### config.mk
export PLATFORM = sky130hd
export DESIGN_NAME = pit_bus_sequencer
export DESIGN_NICKNAME = d
export VERILOG_FILES = /design/src/rtl/pit_pkg.sv /design/src/rtl/pit_byte_sequencer.sv /design/src/rtl/pit_bus_sequencer.sv
export SDC_FILE = /design/constraint.sdc
export NUM_CORES = 1
export LEC_CHECK = 0
export CORE_ASPECT_RATIO = 1.1
export CORE_MARGIN = 2
export CORE_UTILIZATION = 30
export CTS_CLUSTER_DIAMETER = 80
export CTS_CLUSTER_SIZE = 24
export DETAILED_ROUTE_END_ITERATION = 10
export GPL_ROUTABILITY_DRIVEN = 0
export PLACE_DENSITY = 0.69
export SYNTH_ARGS = -nofsm -noshare
export SYNTH_HDL_FRONTEND = slang
export SYNTH_SLANG_ARGS = --single-unit
### constraint.sdc
create_clock -name i_clk -period 5 [get_ports i_clk]
set_input_delay 1.25 -clock i_clk [delete_from_list [all_inputs] [get_ports i_clk]]
set_output_delay 1.25 -clock i_clk [all_outputs]
set_load 0.05 [all_outputs]
### src/rtl/pit_pkg.sv
// Shared types and constants for the 8254-style timer bus sequencer.
// Optional read-back support is selected with the PIT_READ_BACK_EN macro.
package pit_pkg;

    localparam int NUM_CNT = 3;

    typedef enum logic [1:0] {
        LATCH   = 2'b00,
        LSB     = 2'b01,
        MSB     = 2'b10,
        LSB_MSB = 2'b11
    } rw_mode_e;

    localparam logic [1:0] CTRL_ADDR    = 2'd3;
    localparam logic [1:0] READ_BACK_SC = 2'b11;

    localparam logic [1:0] SC_CNT0 = 2'd0;
    localparam logic [1:0] SC_CNT1 = 2'd1;
    localparam logic [1:0] SC_CNT2 = 2'd2;
    localparam logic [1:0] SC_CNT [NUM_CNT] = '{SC_CNT0, SC_CNT1, SC_CNT2};

endpackage

### src/rtl/pit_byte_sequencer.sv
// Per-counter byte sequencing: RW mode, write/read byte pointers, status-pending
// flag (PIT_READ_BACK_EN only) and the registered one-cycle strobes of one counter.
module pit_byte_sequencer
    import pit_pkg::*;
(
    input  logic     i_clk,
    input  logic     i_rst,
    input  logic     i_ctrl_wr,
    input  rw_mode_e i_rw_mode,
    input  logic     i_latch,
    input  logic     i_status_set,
    input  logic     i_data_wr,
    input  logic     i_data_rd,
    output logic     o_ctrl_wr,
    output logic     o_cr_lsb_wr,
    output logic     o_cr_msb_wr,
    output logic     o_load_done,
    output logic     o_count_latch,
    output logic     o_ol_release,
    output rw_mode_e o_rw_mode,
    output logic     o_rd_msb,
    output logic     o_status_pending
);

    rw_mode_e r_rw_mode;
    logic     r_wr_msb;
    logic     r_rd_msb;
    logic     r_ctrl_wr;
    logic     r_cr_lsb_wr;
    logic     r_cr_msb_wr;
    logic     r_load_done;
    logic     r_count_latch;
    logic     r_ol_release;
    logic     w_status_pending;

`ifdef PIT_READ_BACK_EN
    logic r_status_pending;

    // Status byte is read in place of the count until one read consumes it
    always_ff @(posedge i_clk) begin
        if (i_rst) begin
            r_status_pending <= 1'b0;
        end else if (i_status_set) begin
            r_status_pending <= 1'b1;
        end else if (i_data_rd) begin
            r_status_pending <= 1'b0;
        end else begin
            r_status_pending <= r_status_pending;
        end
    end
    assign w_status_pending = r_status_pending;
`else
    logic w_unused_status_set;
    assign w_unused_status_set = i_status_set;
    assign w_status_pending    = 1'b0;
`endif

    // Mode/pointer state and one-cycle strobes, registered the cycle after commit
    always_ff @(posedge i_clk) begin
        if (i_rst) begin
            r_rw_mode     <= LATCH;
            r_wr_msb      <= 1'b0;
            r_rd_msb      <= 1'b0;
            r_ctrl_wr     <= 1'b0;
            r_cr_lsb_wr   <= 1'b0;
            r_cr_msb_wr   <= 1'b0;
            r_load_done   <= 1'b0;
            r_count_latch <= 1'b0;
            r_ol_release  <= 1'b0;
        end else begin
            r_ctrl_wr     <= 1'b0;
            r_cr_lsb_wr   <= 1'b0;
            r_cr_msb_wr   <= 1'b0;
            r_load_done   <= 1'b0;
            r_ol_release  <= 1'b0;
            r_count_latch <= i_latch;
            if (i_ctrl_wr) begin
                r_rw_mode <= i_rw_mode;
                r_wr_msb  <= 1'b0;
                r_rd_msb  <= 1'b0;
                r_ctrl_wr <= 1'b1;
            end else if (i_data_wr) begin
                case (r_rw_mode)
                    LSB: begin
                        r_cr_lsb_wr <= 1'b1;
                        r_load_done <= 1'b1;
                    end
                    MSB: begin
                        r_cr_msb_wr <= 1'b1;
                        r_load_done <= 1'b1;
                    end
                    LSB_MSB: begin
                        r_wr_msb    <= ~r_wr_msb;
                        r_cr_lsb_wr <= ~r_wr_msb;
                        r_cr_msb_wr <= r_wr_msb;
                        r_load_done <= r_wr_msb;
                    end
                    default: ;
                endcase
            end else if (i_data_rd && !w_status_pending) begin
                case (r_rw_mode)
                    LSB, MSB: r_ol_release <= 1'b1;
                    LSB_MSB: begin
                        r_rd_msb     <= ~r_rd_msb;
                        r_ol_release <= r_rd_msb;
                    end
                    default: ;
                endcase
            end else begin
                r_rw_mode <= r_rw_mode;
            end
        end
    end

    assign o_ctrl_wr        = r_ctrl_wr;
    assign o_cr_lsb_wr      = r_cr_lsb_wr;
    assign o_cr_msb_wr      = r_cr_msb_wr;
    assign o_load_done      = r_load_done;
    assign o_count_latch    = r_count_latch;
    assign o_ol_release     = r_ol_release;
    assign o_rw_mode        = r_rw_mode;
    assign o_rd_msb         = r_rd_msb;
    assign o_status_pending = w_status_pending;

endmodule

### src/rtl/pit_bus_sequencer.sv
// Bus decode and read-data mux for the three-counter timer.
// Read-back command support is enabled by defining PIT_READ_BACK_EN.
module pit_bus_sequencer
    import pit_pkg::*;
(
    input  logic                   i_clk,
    input  logic                   i_rst,
    input  logic                   i_cs_n,
    input  logic                   i_rd_n,
    input  logic                   i_wr_n,
    input  logic [1:0]             i_addr,
    input  logic [7:0]             i_din,
    output logic [7:0]             o_dout,
    output logic                   o_dout_oe,
    input  logic [16*NUM_CNT-1:0]  i_ol_data,
    input  logic [8*NUM_CNT-1:0]   i_status,
    output logic [NUM_CNT-1:0]     o_ctrl_wr,
    output logic [7:0]             o_ctrl_word,
    output logic [NUM_CNT-1:0]     o_cr_lsb_wr,
    output logic [NUM_CNT-1:0]     o_cr_msb_wr,
    output logic [7:0]             o_cr_data,
    output logic [NUM_CNT-1:0]     o_load_done,
    output logic [NUM_CNT-1:0]     o_count_latch,
    output logic [NUM_CNT-1:0]     o_ol_release
);

    logic       r_cs_n_q;
    logic       r_rd_n_q;
    logic       r_wr_n_q;
    logic [1:0] r_addr_q;
    logic [7:0] r_din_q;
    logic [7:0] r_ctrl_word;
    logic [7:0] r_cr_data;

    logic               w_wr_commit;
    logic               w_rd_commit;
    logic               w_ctrl_cmd;
    logic               w_rb_cmd;
    logic [1:0]         w_sc;
    logic               w_cr_load;
    logic [NUM_CNT-1:0] w_ctrl_wr;
    logic [NUM_CNT-1:0] w_latch;
    logic [NUM_CNT-1:0] w_status_set;
    logic [NUM_CNT-1:0] w_data_wr;
    logic [NUM_CNT-1:0] w_data_rd;
    logic [NUM_CNT-1:0] w_rd_msb;
    logic [NUM_CNT-1:0] w_status_pending;
    rw_mode_e           w_rw_mode [NUM_CNT];

    logic               w_dout_oe;
    logic [7:0]         w_dout;
    logic [1:0]         w_idx;
    logic [15:0]        w_sel_ol;

    // Commit detection on strobe rising edges and per-counter command decode
    always_comb begin
        w_wr_commit = !r_wr_n_q && i_wr_n && !r_cs_n_q && r_rd_n_q;
        w_rd_commit = !r_rd_n_q && i_rd_n && !r_cs_n_q && r_wr_n_q;
        w_ctrl_cmd  = w_wr_commit && (r_addr_q == CTRL_ADDR);
        w_sc        = r_din_q[7:6];
`ifdef PIT_READ_BACK_EN
        w_rb_cmd    = w_ctrl_cmd && (w_sc == READ_BACK_SC);
`else
        w_rb_cmd    = 1'b0;
`endif
        w_cr_load   = 1'b0;
        for (int k = 0; k < NUM_CNT; k++) begin
            w_ctrl_wr[k]    = w_ctrl_cmd && (w_sc == SC_CNT[k]) && (r_din_q[5:4] != 2'b00);
            w_latch[k]      = (w_ctrl_cmd && (w_sc == SC_CNT[k]) && (r_din_q[5:4] == 2'b00))
                            || (w_rb_cmd && !r_din_q[5] && r_din_q[k+1]);
            w_status_set[k] = w_rb_cmd && !r_din_q[4] && r_din_q[k+1];
            w_data_wr[k]    = w_wr_commit && (r_addr_q == 2'(k));
            w_data_rd[k]    = w_rd_commit && (r_addr_q == 2'(k));
            w_cr_load       = w_cr_load || (w_data_wr[k] && (w_rw_mode[k] != LATCH));
        end
    end

    // Sampled bus strobes (reset to idle so release cannot fake a commit) and held bytes
    always_ff @(posedge i_clk) begin
        if (i_rst) begin
            r_cs_n_q    <= 1'b1;
            r_rd_n_q    <= 1'b1;
            r_wr_n_q    <= 1'b1;
            r_addr_q    <= 2'd0;
            r_din_q     <= 8'h00;
            r_ctrl_word <= 8'h00;
            r_cr_data   <= 8'h00;
        end else begin
            r_cs_n_q    <= i_cs_n;
            r_rd_n_q    <= i_rd_n;
            r_wr_n_q    <= i_wr_n;
            r_addr_q    <= i_addr;
            r_din_q     <= i_din;
            r_ctrl_word <= (|w_ctrl_wr) ? r_din_q : r_ctrl_word;
            r_cr_data   <= w_cr_load ? r_din_q : r_cr_data;
        end
    end

    for (genvar g = 0; g < NUM_CNT; g++) begin : g_cnt
        pit_byte_sequencer u_seq (
            .i_clk            (i_clk),
            .i_rst            (i_rst),
            .i_ctrl_wr        (w_ctrl_wr[g]),
            .i_rw_mode        (rw_mode_e'(r_din_q[5:4])),
            .i_latch          (w_latch[g]),
            .i_status_set     (w_status_set[g]),
            .i_data_wr        (w_data_wr[g]),
            .i_data_rd        (w_data_rd[g]),
            .o_ctrl_wr        (o_ctrl_wr[g]),
            .o_cr_lsb_wr      (o_cr_lsb_wr[g]),
            .o_cr_msb_wr      (o_cr_msb_wr[g]),
            .o_load_done      (o_load_done[g]),
            .o_count_latch    (o_count_latch[g]),
            .o_ol_release     (o_ol_release[g]),
            .o_rw_mode        (w_rw_mode[g]),
            .o_rd_msb         (w_rd_msb[g]),
            .o_status_pending (w_status_pending[g])
        );
    end

`ifndef PIT_READ_BACK_EN
    logic w_unused_status;
    assign w_unused_status = ^{i_status, w_status_pending};
`endif

    // Read-data mux; the control port index is folded onto counter 0 but never driven
    always_comb begin
        w_dout_oe = !i_cs_n && !i_rd_n && i_wr_n && (i_addr != CTRL_ADDR);
        w_idx     = (i_addr == CTRL_ADDR) ? 2'd0 : i_addr;
        w_sel_ol  = i_ol_data[{w_idx, 4'h0} +: 16];
        if (!w_dout_oe) begin
            w_dout = 8'h00;
`ifdef PIT_READ_BACK_EN
        end else if (w_status_pending[w_idx]) begin
            w_dout = i_status[{w_idx, 3'b000} +: 8];
`endif
        end else begin
            case (w_rw_mode[w_idx])
                MSB:     w_dout = w_sel_ol[15:8];
                LSB_MSB: w_dout = w_rd_msb[w_idx] ? w_sel_ol[15:8] : w_sel_ol[7:0];
                default: w_dout = w_sel_ol[7:0];
            endcase
        end
    end

    assign o_dout      = w_dout;
    assign o_dout_oe   = w_dout_oe;
    assign o_ctrl_word = r_ctrl_word;
    assign o_cr_data   = r_cr_data;

endmodule

==> metrics.md, run 1 <==
| Metric | Value |
|---|---|
| Status | completed |
| Arr. time, crit path | 3.12 ns |
| Gate power share | 0.110 |
| Post-Syn Instances | roughly 350 |
| Vias | 2641 |
| Final setup vio count | 0 |
| Die Height | about 110 um |
| CP peak stage delay | 0.66 ns |
| Count of input and output buffers | 105 |
| Htree depth | 3 |
| Clk buf depth | 2 |
| Critical path type | input port to output pin |
| Core area | 0.01049 mm2 |
| Switch share | 0.2129 |
| # DRC | 0 |
| Cts bufs inserted | 9 |
| Peak Freq | 228.7 MHz |
| Critical Path Source | i_addr[1] |
| Post-synth ARST share | 0 |
| Hold_buf cts | 0 |
| RSZ-0062 raised after global routing | false |
| Root buffer cell | clkbuf_16 |
| Postcts setup bufs | 0 |
| Most used DFF post-synth | dfxtp_1 |
| Detailed placer's ending HPWL | 5623 um |
| Reg power frac | 0.404 |
| Yosys reg bits | 59 |
| Grt ovf | 0 |
| Detail Route Antenna Nets | 0 |
| Crit-path cells | clkdlybuf4s50_1 > inv_1 > o2111ai_1 > o211a_1 > mux2i_1 > buf_12 |
| Filler cells | roughly 1000 |
| Drt wl/cell | 12.82 um |
| Period minus WS final | 4.372 ns |
| N_diodes | 0 |
| Internal power | roughly 950 uW |
| Clock share of power | 0.486 |
| Placed insts | roughly 560 |
| Worst Hold Slack | 0.4727 ns |
| All-Layer GR Usage | 0.1340 |
| Max Cap Viol | 0 |
| PwrDens | 259.5 mW/mm2 |
| Min-delay src | o_cr_data[3] |
| First-pass GRT wire length | 12320 um |
| Clock Skews | 0.007212 ns |
| Final slew viol count | 0 |
| Fin. Hold Viols | 0 |
| Seq/Total Area, Yosys | 0.3625 |
| WP data required | roughly 3.8 ns |
| Slew HR | 0.3969 |
| Largest net degree at the start of global routing | 60 |
| Vias in the first global route | 2618 |
| CTS tree | yes |
| Slowest cell on the critical path | clkdlybuf4s50_1 |
| Synth cell types | 38 |
| Synth-to-layout area growth | 42.36% |
| FF+latch area | 0.001181 mm2 |
| Starting Density | 0.3106 |
| Worst VDD drop | 0.1640 mV |
| Syn_area_per_cell | about 9.3 um2 |
| Layout cell share with drive strength beyond 1 | 0.1247 |
| Worst-path fanout max | 8 |
| Final #Nets | about 530 |
| Post-Syn Area | 0.003258 mm2 |
| Clk_lat worst skew | 0.32 ns |
| EDFF count, synth | 0 |
| Non-Filler Instances | 576 |
| Die area | around 0.012 mm2 |
| Mapped Nets | 450 |
| TritonRoute pass-1 iters | 4 |
| Crit. End Element | output pin |
| Hold WC Path Type | flip-flop to flip-flop |
| Static leakage | 0.001681 uW |
| Crit path buf inv count | 3 |
| Die width | 103.4 um |
| Number of synthesis warnings | 0 |
| FF-to-FF Start | r_addr_q[1] |
| Worst-margin pin slew | slightly above 0.9 ns |
| Area occupied by multi-input gates | 0.001797 mm2 |
| Crit path launch type | input port |
| Clock tree sinks | 59 |
| Site row count | 39 |
| Largest delay share family, worst path | buffers and inverters |
| IO Pins | 130 |
| Vias per inst | 4.585 |
| 1st-iter DRT viols | 122 |
| Worst-path clk slew | about 0.05 ns |
| Post-Route WL | about 7400 um |
| Gates resized, CTS repair | 0 |
| Final Cycle Share | 0.8745 |
| Psw | about 260 uW |
| Initial antenna violation count | 0 |
| Sum Neg Setup Slack | 0 ns |
-- cell families after synthesis --
kind of cell,count (synthesis),synth area share
fa+ha+maj,12,0.04608
mux,58,0.1843
xor+xnor,7,0.01882
buf+inv,52,0.08602
compound gates,39,0.09063
simple gates,124,0.2116
flops,59,0.3625
-- cell usage in the layout (no fill, tap or decap), types with 5 or more instances in the layout --
cell type / instances
o211ai_1: 16
nor3_1: 19
inv_1: 12
mux2i_1: 42
xnor2_1: 6
nand3b_1: 5
nand2_1: 19
clkbuf_16: 9
nand2b_1: 21
nor2b_1: 10
buf_12: 9
mux2_2: 16
clkdlybuf4s50_1: 94
a21oi_1: 13
nor2_1: 29
dfxtp_1: 59
ha_1: 12
-- cells in the mapped netlist, types with 8 or more instances --
cell	n	area, um2
buf_4	20	150.1
mux2_2	16	180.2
dfxtp_1	59	1181
nor2b_1	10	62.56
ha_1	12	150.1
clkbuf_1	11	41.29
inv_1	12	45.04
nand2b_1	21	131.4
buf_2	8	40.04
nand2_1	19	71.32
a21oi_1	13	65.06
mux2i_1	42	420.4
o211ai_1	16	120.1
nor3_1	19	95.09
nor2_1	29	108.9
-- flip-flops by register name, summed over array words and instances (netlist names), 2 cells and up --
register / flops
g_cnt.u_seq.o_count_latch: 3
g_cnt.u_seq.o_cr_msb_wr: 3
g_cnt.u_seq.o_rd_msb: 3
g_cnt.u_seq.o_ctrl_wr: 3
g_cnt.u_seq.o_load_done: 3
g_cnt.u_seq.o_cr_lsb_wr: 3
g_cnt.u_seq.o_ol_release: 3
g_cnt.u_seq.o_rw_mode: 6
g_cnt.u_seq.r_wr_msb: 3
o_ctrl_word: 8
r_addr_q: 2
o_cr_data: 8
r_din_q: 8
-- path summary, 6_finish.rpt --
kind                            slack (ns)  cells past startpoint                          end
worst max-delay path                  0.63                      6                    o_dout[0]
worst min-delay path                  0.47                      2                 o_cr_data[3]
worst max register to register        3.04                      4  g_cnt[2].u_seq.o_rw_mode[1]
worst min register to register        0.47                      2                 o_cr_data[3]
-- worst register-to-register path: cells and delay by family, from the launching register on --
kind | cells | cell delay (ns)
AND/OR/NAND/NOR | 3 | 0.97
flip-flops | 1 | 0.59
multiplexers | 1 | 0.26
-- area by class of cell --
cell class / instances / share of cell area
inverter: 12 / 0.009711
timing repair buffer: 108 / 0.2487
clock buffer: 11 / 0.05233
multi-input combinational: 240 / 0.3874
tap: 143 / 0.03858
sequential: 59 / 0.2547
clock inverter: 3 / 0.008632
-- routing by layer --
metal	vias to the layer above	global-route usage	part of all wire
met4	0	0.06053	0.017
met5	-	0	0
met2	77	0.2232	0.49
met3	10	0.04571	0.068
met1	1205	0.1527	0.42
li1	1349	-	-
-- per-stage QoR --
stage          worst slack, ns  utilization  instance area [um2]  power [uW]
6_report                0.6276       0.4421                 4638        1203
5_1_grt                 0.4749       0.4421                 4638        1249
4_1_cts                 0.5772       0.4421                 4638        1212
3_5_place_dp            0.5928       0.4151                 4355       628.7
3_3_place_gp            0.6165       0.4151                 4355       626.5
2_1_floorplan           0.5884            -                 3258       559.2
-- power groups by stage --
stage,Sequential [uW],Clock [uW],Combinational [uW]
2_1_floorplan,489,0,69.8
3_3_place_gp,495,0,132
3_5_place_dp,495,0,133
4_1_cts,486,593,134
5_1_grt,487,618,144
6_report,486,585,133
No activity file was read; power rests on OpenSTA's default activity.
==> run 2, diff against run 1 <==
Settings changed: PLACE_DENSITY 0.69 to 0.71.
Clock period 5 ns to 3.8 ns, I/O delays scaled along.
==> run 2 against run 1 <==
Compared with the run above: sequential power increased by 32%; clock power rose by 24%; register-to-register slack lost 1.2 ns; sequential cell count stayed put; first-iteration DRC count fell by 24%; sequential share of layout area is 0.29 points lower; largest cell class unchanged; routed wire length increased by 0.74%; non-clock buffer count is 2 higher.
==> metrics.md, run 2 (synthesized netlist as in run 1, its figures left out) <==
| Metric | Value |
|---|---|
| Clk_lat worst skew | 0.32 ns (about the same) |
| Max Cap Viol | 0 (unchanged) |
| Critical path type | input port to output pin |
| Post-Route WL | 7441 um (+0.74%) |
| Vias | 2666 (+0.95%) |
| Non-Filler Instances | 580 (+0.69%) |
| Hold_buf cts | 0 (unchanged) |
| Grt ovf | 0 (unchanged) |
| Site row count | 39 (unchanged) |
| Cts bufs inserted | 9 (unchanged) |
| Crit path buf inv count | 4 (+1) |
| Vias per inst | 4.597 (+0.25%) |
| N_diodes | 0 (unchanged) |
| TritonRoute pass-1 iters | 4 (unchanged) |
| Initial antenna violation count | 0 (unchanged) |
| First-pass GRT wire length | 12250 um (-0.56%) |
| Min-delay src | r_din_q[0] |
| Layout cell share with drive strength beyond 1 | 0.1373 (+0.01259) |
| Worst-path fanout max | 8 (unchanged) |
| Postcts setup bufs | 0 (unchanged) |
| Final #Nets | 531 (+0.38%) |
| PwrDens | 329.2 mW/mm2 (+27%) |
| Final slew viol count | 0 (unchanged) |
| WP data required | 2.85 ns (-0.90 ns) |
| Synth-to-layout area growth | 44.01% |
| CTS tree | yes |
| Crit. End Element | output pin |
| Worst VDD drop | 0.2411 mV (+47%) |
| RSZ-0062 raised after global routing | false |
| Detail Route Antenna Nets | 0 (unchanged) |
| Most common cell after layout, fill and taps aside | clkdlybuf4s50_1 |
| Status | completed |
| Vias in the first global route | 2665 (+1.8%) |
| Slowest cell on the critical path | clkdlybuf4s50_1 |
| Core area | 0.01049 mm2 (unchanged) |
| Count of input and output buffers | 105 (unchanged) |
| Hold WC Path Type | flip-flop to flip-flop |
| 1st-iter DRT viols | 93 (-24%) |
| Slew HR | 0.4081 (+0.01120) |
| Drt wl/cell | 12.83 um (about the same) |
| All-Layer GR Usage | 0.1329 (-0.001100) |
| Most frequent cells in the layout | clkdlybuf4s50_1, dfxtp_1, mux2i_1 |
| Largest net degree at the start of global routing | 60 (unchanged) |
| Detailed placer's ending HPWL | 5708 um (+1.5%) |
| Die area | 0.01171 mm2 (unchanged) |
| # DRC | 0 (unchanged) |
| Crit-path cells | clkdlybuf4s50_1 > inv_1 > o2111ai_1 > o211a_1 > buf_12 > mux2i_1 > buf_12 |
| CP peak stage delay | 0.66 ns (about the same) |
| Gates resized, CTS repair | 0 (unchanged) |
| Root buffer cell | clkbuf_16 |
| Peak Freq | around 270 MHz |
| Fin. Hold Viols | 0 (unchanged) |
| Final setup vio count | 0 (unchanged) |
| Worst-path clk slew | 0.05 ns (about the same) |
| Final Cycle Share | 0.9602 |
| Clock Skews | 0.004516 ns (-0.002696 ns) |
| IO Pins | 130 (unchanged) |
| Critical Path Source | i_addr[1] |
| Placed insts | 564 (+0.36%) |
| Clock tree sinks | 59 (unchanged) |
| Die Height | 113.3 um (unchanged) |
| Worst path most repeated cell | buf_12 |
| Clk buf depth | 2 (unchanged) |
| Starting Density | 0.3106 (unchanged) |
| Sum Neg Setup Slack | 0 ns (unchanged) |
| Die width | 103.4 um (unchanged) |
| Worst-margin pin slew | 0.8879 ns (-0.01680 ns) |
| Static leakage | 0.001688 uW (+0.41%) |
| Period minus WS final | 3.649 ns |
| Worst Hold Slack | 0.4727 ns (+0.00003000 ns) |
| FF-to-FF Start | r_addr_q[1] |
| Arr. time, crit path | 2.70 ns (-0.42 ns) |
| Crit path launch type | input port |
| Largest delay share family, worst path | buffers and inverters |
| Htree depth | 3 (unchanged) |
[run 2: changes by cell type in the layout (fill, tap and decap cells not counted)]
cell        previous run  this run
clkinv_4               0         1
buf_4                  3         2
bufinv_16              1         0
clkbuf_1               1         0
mux2i_1               42        41
clkinvlp_4             0         3
buf_12                 9        12
mux2i_2                0         1
[run 2: worst paths after layout]
path | to | slack (ns) | cells past startpoint
setup / recovery | o_dout[1] | 0.15 | 7
hold / removal | o_cr_data[0] | 0.47 | 2
setup reg to reg | g_cnt[0].u_seq.o_rw_mode[0] | 1.83 | 4
hold reg to reg | o_cr_data[0] | 0.47 | 2
[run 2: area by class of cell]
type,count,area (um2)
fillers,1016,5799
multi-input cells,240,1800
repair buffers,110,1206
flip-flops and latches,59,1181
clock buffers,10,239.0
well taps,143,178.9
inverters,12,45.04
clock inverters,6,41.29
[run 2: power breakdown]
part           switching, uW  leakage (uW)  internal [uW]
clock network            270      0.000130            456
registers               12.5      0.000479            627
logic                   70.9       0.00108            108
total                    354       0.00169           1190
[run 2: worst reg2reg max path, cell delays in order (launching register included)]
cell	delay, ns
dfxtp_1	0.58
nand2_2	0.24
nor4b_2	0.68
mux2i_1	0.27
nor2_1	0.05
[run 2: through the flow]
| step | utilization | total power [uW] | area, um2 | setup WS [ns] |
|---|---|---|---|---|
| after floorplan | - | 736.0 | 3262 | 0.02943 |
| after global placement | 0.4205 | 827.6 | 4412 | 0.1753 |
| after detailed placement | 0.4205 | 832.6 | 4412 | 0.1355 |
| after CTS | 0.4472 | 1565 | 4692 | 0.1273 |
| after global routing | 0.4472 | 1601 | 4692 | 0.02174 |
| final | 0.4472 | 1545 | 4692 | 0.1513 |
[run 2: layer usage]
layer  up-vias  GRT usage  part of all wire
met3        12    0.05127             0.076
li1       1354          -                 -
met2        88     0.2224              0.49
met5         -          0                 0
met1      1212     0.1479              0.42
met4         0    0.05789             0.020
==> run 3, diff against run 2 <==
Settings changed: PLACE_DENSITY 0.71 to 0.67.
==> run 3 against run 2 <==
Compared with the run above: hold slack lost 0.0039 ns; global-route usage is 0.17 points lower; clock power is 6.3% higher; largest cell class unchanged; clock skew grew 0.0019 ns.
==> metrics.md, run 3 (synthesized netlist as in run 1, its figures left out) <==
| Metric | Value |
|---|---|
| Critical path type | input port to output pin |
| Die width | 103.4 um (unchanged) |
| Die Height | 113.3 um (unchanged) |
| Area occupied by multi-input gates | 0.001800 mm2 (unchanged) |
| Starting Density | 0.3106 (unchanged) |
| Clock share of power | 0.485 (+0.015) |
| FF+latch area | 0.001181 mm2 (unchanged) |
| Slew HR | 0.4004 (-0.007704) |
| Worst-path clk slew | 0.05 ns (about the same) |
| Fin. Hold Viols | 0 (unchanged) |
| Gate power share | 0.112 (-0.004) |
| Filler cells | 1004 (-1.2%) |
| Clk buf depth | 2 (unchanged) |
| R2R setup slack | 1.85 ns (+0.02 ns) |
| Reg power frac | 0.402 (-0.012) |
| Clock Skews | 0.006387 ns (+0.001871 ns) |
| Final slew viol count | 0 (unchanged) |
| Clock tree sinks | 59 (unchanged) |
| Vias per inst | 4.495 (-2.2%) |
| Max Cap Viol | 0 (unchanged) |
| Static leakage | 0.001710 uW (+1.3%) |
| Vias in the first global route | 2542 (-4.6%) |
| Detail Route Antenna Nets | 0 (unchanged) |
| Core Util, Final | 0.4495 (+0.002266) |
| 1st-iter DRT viols | 78 (-16%) |
| Initial antenna violation count | 0 (unchanged) |
| Crit. End Element | output pin |
| Final #Nets | 533 (+0.38%) |
| Sum Neg Setup Slack | 0 ns (unchanged) |
| Largest net degree at the start of global routing | 60 (unchanged) |
| Design Area, Final | 0.004716 mm2 (+0.51%) |
| Met3 Track Usage GR | 0.04447 (-0.006794) |
| Switch share | 0.2083 (-0.02064) |
| Crit path launch type | input port |
| All-Layer GR Usage | 0.1313 (-0.001671) |
| Worst Hold Slack | 0.4688 ns (-0.003851 ns) |
| Die area | 0.01171 mm2 (unchanged) |
| RSZ-0062 raised after global routing | false |
| Post-Route WL | 7382 um (-0.79%) |
| Period minus WS final | 3.653 ns (+0.003996 ns) |
| N_diodes | 0 (unchanged) |
| Final Cycle Share | 0.9612 (+0.001052) |
| Worst-path fanout max | 17 (+9) |
| Most frequent cells in the layout | clkdlybuf4s50_1, dfxtp_1, mux2i_1 |
| Worst-margin pin slew | 0.8994 ns (+0.01156 ns) |
| Postcts setup bufs | 0 (unchanged) |
| Cts bufs inserted | 9 (unchanged) |
| Core area | 0.01049 mm2 (unchanged) |
| Layout cell share with drive strength beyond 1 | 0.1321 (-0.005181) |
| Worst VDD drop | 0.2207 mV (-8.4%) |
| TritonRoute pass-1 iters | 4 (unchanged) |
| Most common cell after layout, fill and taps aside | clkdlybuf4s50_1 |
| # DRC | 0 (unchanged) |
| Peak Freq | 273.8 MHz (-0.11%) |
| Htree depth | 3 (unchanged) |
| Grt ovf | 0 (unchanged) |
| PwrDens | 337.2 mW/mm2 (+2.4%) |
| Drt wl/cell | 12.68 um (-1.1%) |
| Final setup vio count | 0 (unchanged) |
| Detailed placer's ending HPWL | 5569 um (-2.4%) |
| Hold_buf cts | 0 (unchanged) |
| Psw | 331.3 uW (-6.3%) |
| IO Pins | 130 (unchanged) |
| Placed insts | 566 (+0.35%) |
| Synth-to-layout area growth | 44.74% |
| CTS tree | yes |
| Clk_lat worst skew | 0.32 ns (about the same) |
| Arr. time, crit path | 2.70 ns (about the same) |
| Internal power | 1259 uW (+5.7%) |
| Status | completed |
| Root buffer cell | clkbuf_16 |
| Site row count | 39 (unchanged) |
| Placed Instance Area | 0.004427 mm2 (+0.34%) |
| Hold WC Path Type | flip-flop to flip-flop |
| Vias | 2616 (-1.9%) |
| Non-Filler Instances | 582 (+0.34%) |
| Met2 usage | 0.2185 (-0.003871) |
| Count of input and output buffers | 105 (unchanged) |
| First-pass GRT wire length | 12030 um (-1.8%) |
| Gates resized, CTS repair | 0 (unchanged) |
| WP data required | 2.85 ns (about the same) |
| GR Layer Usage met1 | 0.1550 (+0.007104) |
| GRT Max-Usage Layer | met2 |
## run 3: cell count changes in the layout (fill, tap and decap cells not counted), sizes merged
cell / delta
clkbuf: +4
clkinvlp: -3
buf: +2
clkinv: -2
bufinv: +1
## run 3: path summary, 6_finish.rpt
path / start / end / depth (start not counted)
setup reg to reg: r_addr_q[1] / o_ctrl_word[5] / 4
hold / removal: r_din_q[1] / o_cr_data[1] / 2
setup / recovery: i_addr[1] / o_dout[7] / 6
hold reg to reg: r_din_q[1] / o_cr_data[1] / 2
## run 3: layout make-up
cell class | count | area share
Inverter | 12 | 0.009552
Tap cell | 143 | 0.03794
Sequential cell | 59 | 0.2505
Multi-Input combinational cell | 240 | 0.3818
Timing Repair Buffer | 112 | 0.2590
Clock buffer | 14 | 0.05386
Clock inverter | 2 | 0.007429
## run 3: metal layers
metal	part of all wire	routed length [um]	vias up
li1	-	-	1358
met5	0	0	-
met4	0.013	98	0
met3	0.069	511	8
met1	0.43	3166	1174
met2	0.49	3606	76
## run 3: stage by stage
step                      total power, uW  setup slack (ns)
after floorplan                     736.0           0.02943
after global placement              827.3            0.1894
after detailed placement            831.2            0.1333
after CTS                            1610            0.1232
after global routing                 1650          0.009760
final                                1590            0.1473
## run 3: worst max-delay path, stage by stage
cell and delay (ns):
clkdlybuf4s50_1 0.57, a2111oi_4 0.42, buf_12 0.20, o211ai_1 0.11, mux2i_1 0.26, buf_12 0.18
## run 3: power by group through the flow
| stage | Clock (uW) | Combinational [uW] | Sequential, uW |
|---|---|---|---|
| final | 772 | 178 | 640 |
| after global routing | 816 | 195 | 640 |
| after CTS | 790 | 180 | 639 |
| after detailed placement | 0 | 180 | 651 |
| after global placement | 0 | 176 | 651 |
| after floorplan | 0 | 92.1 | 644 |
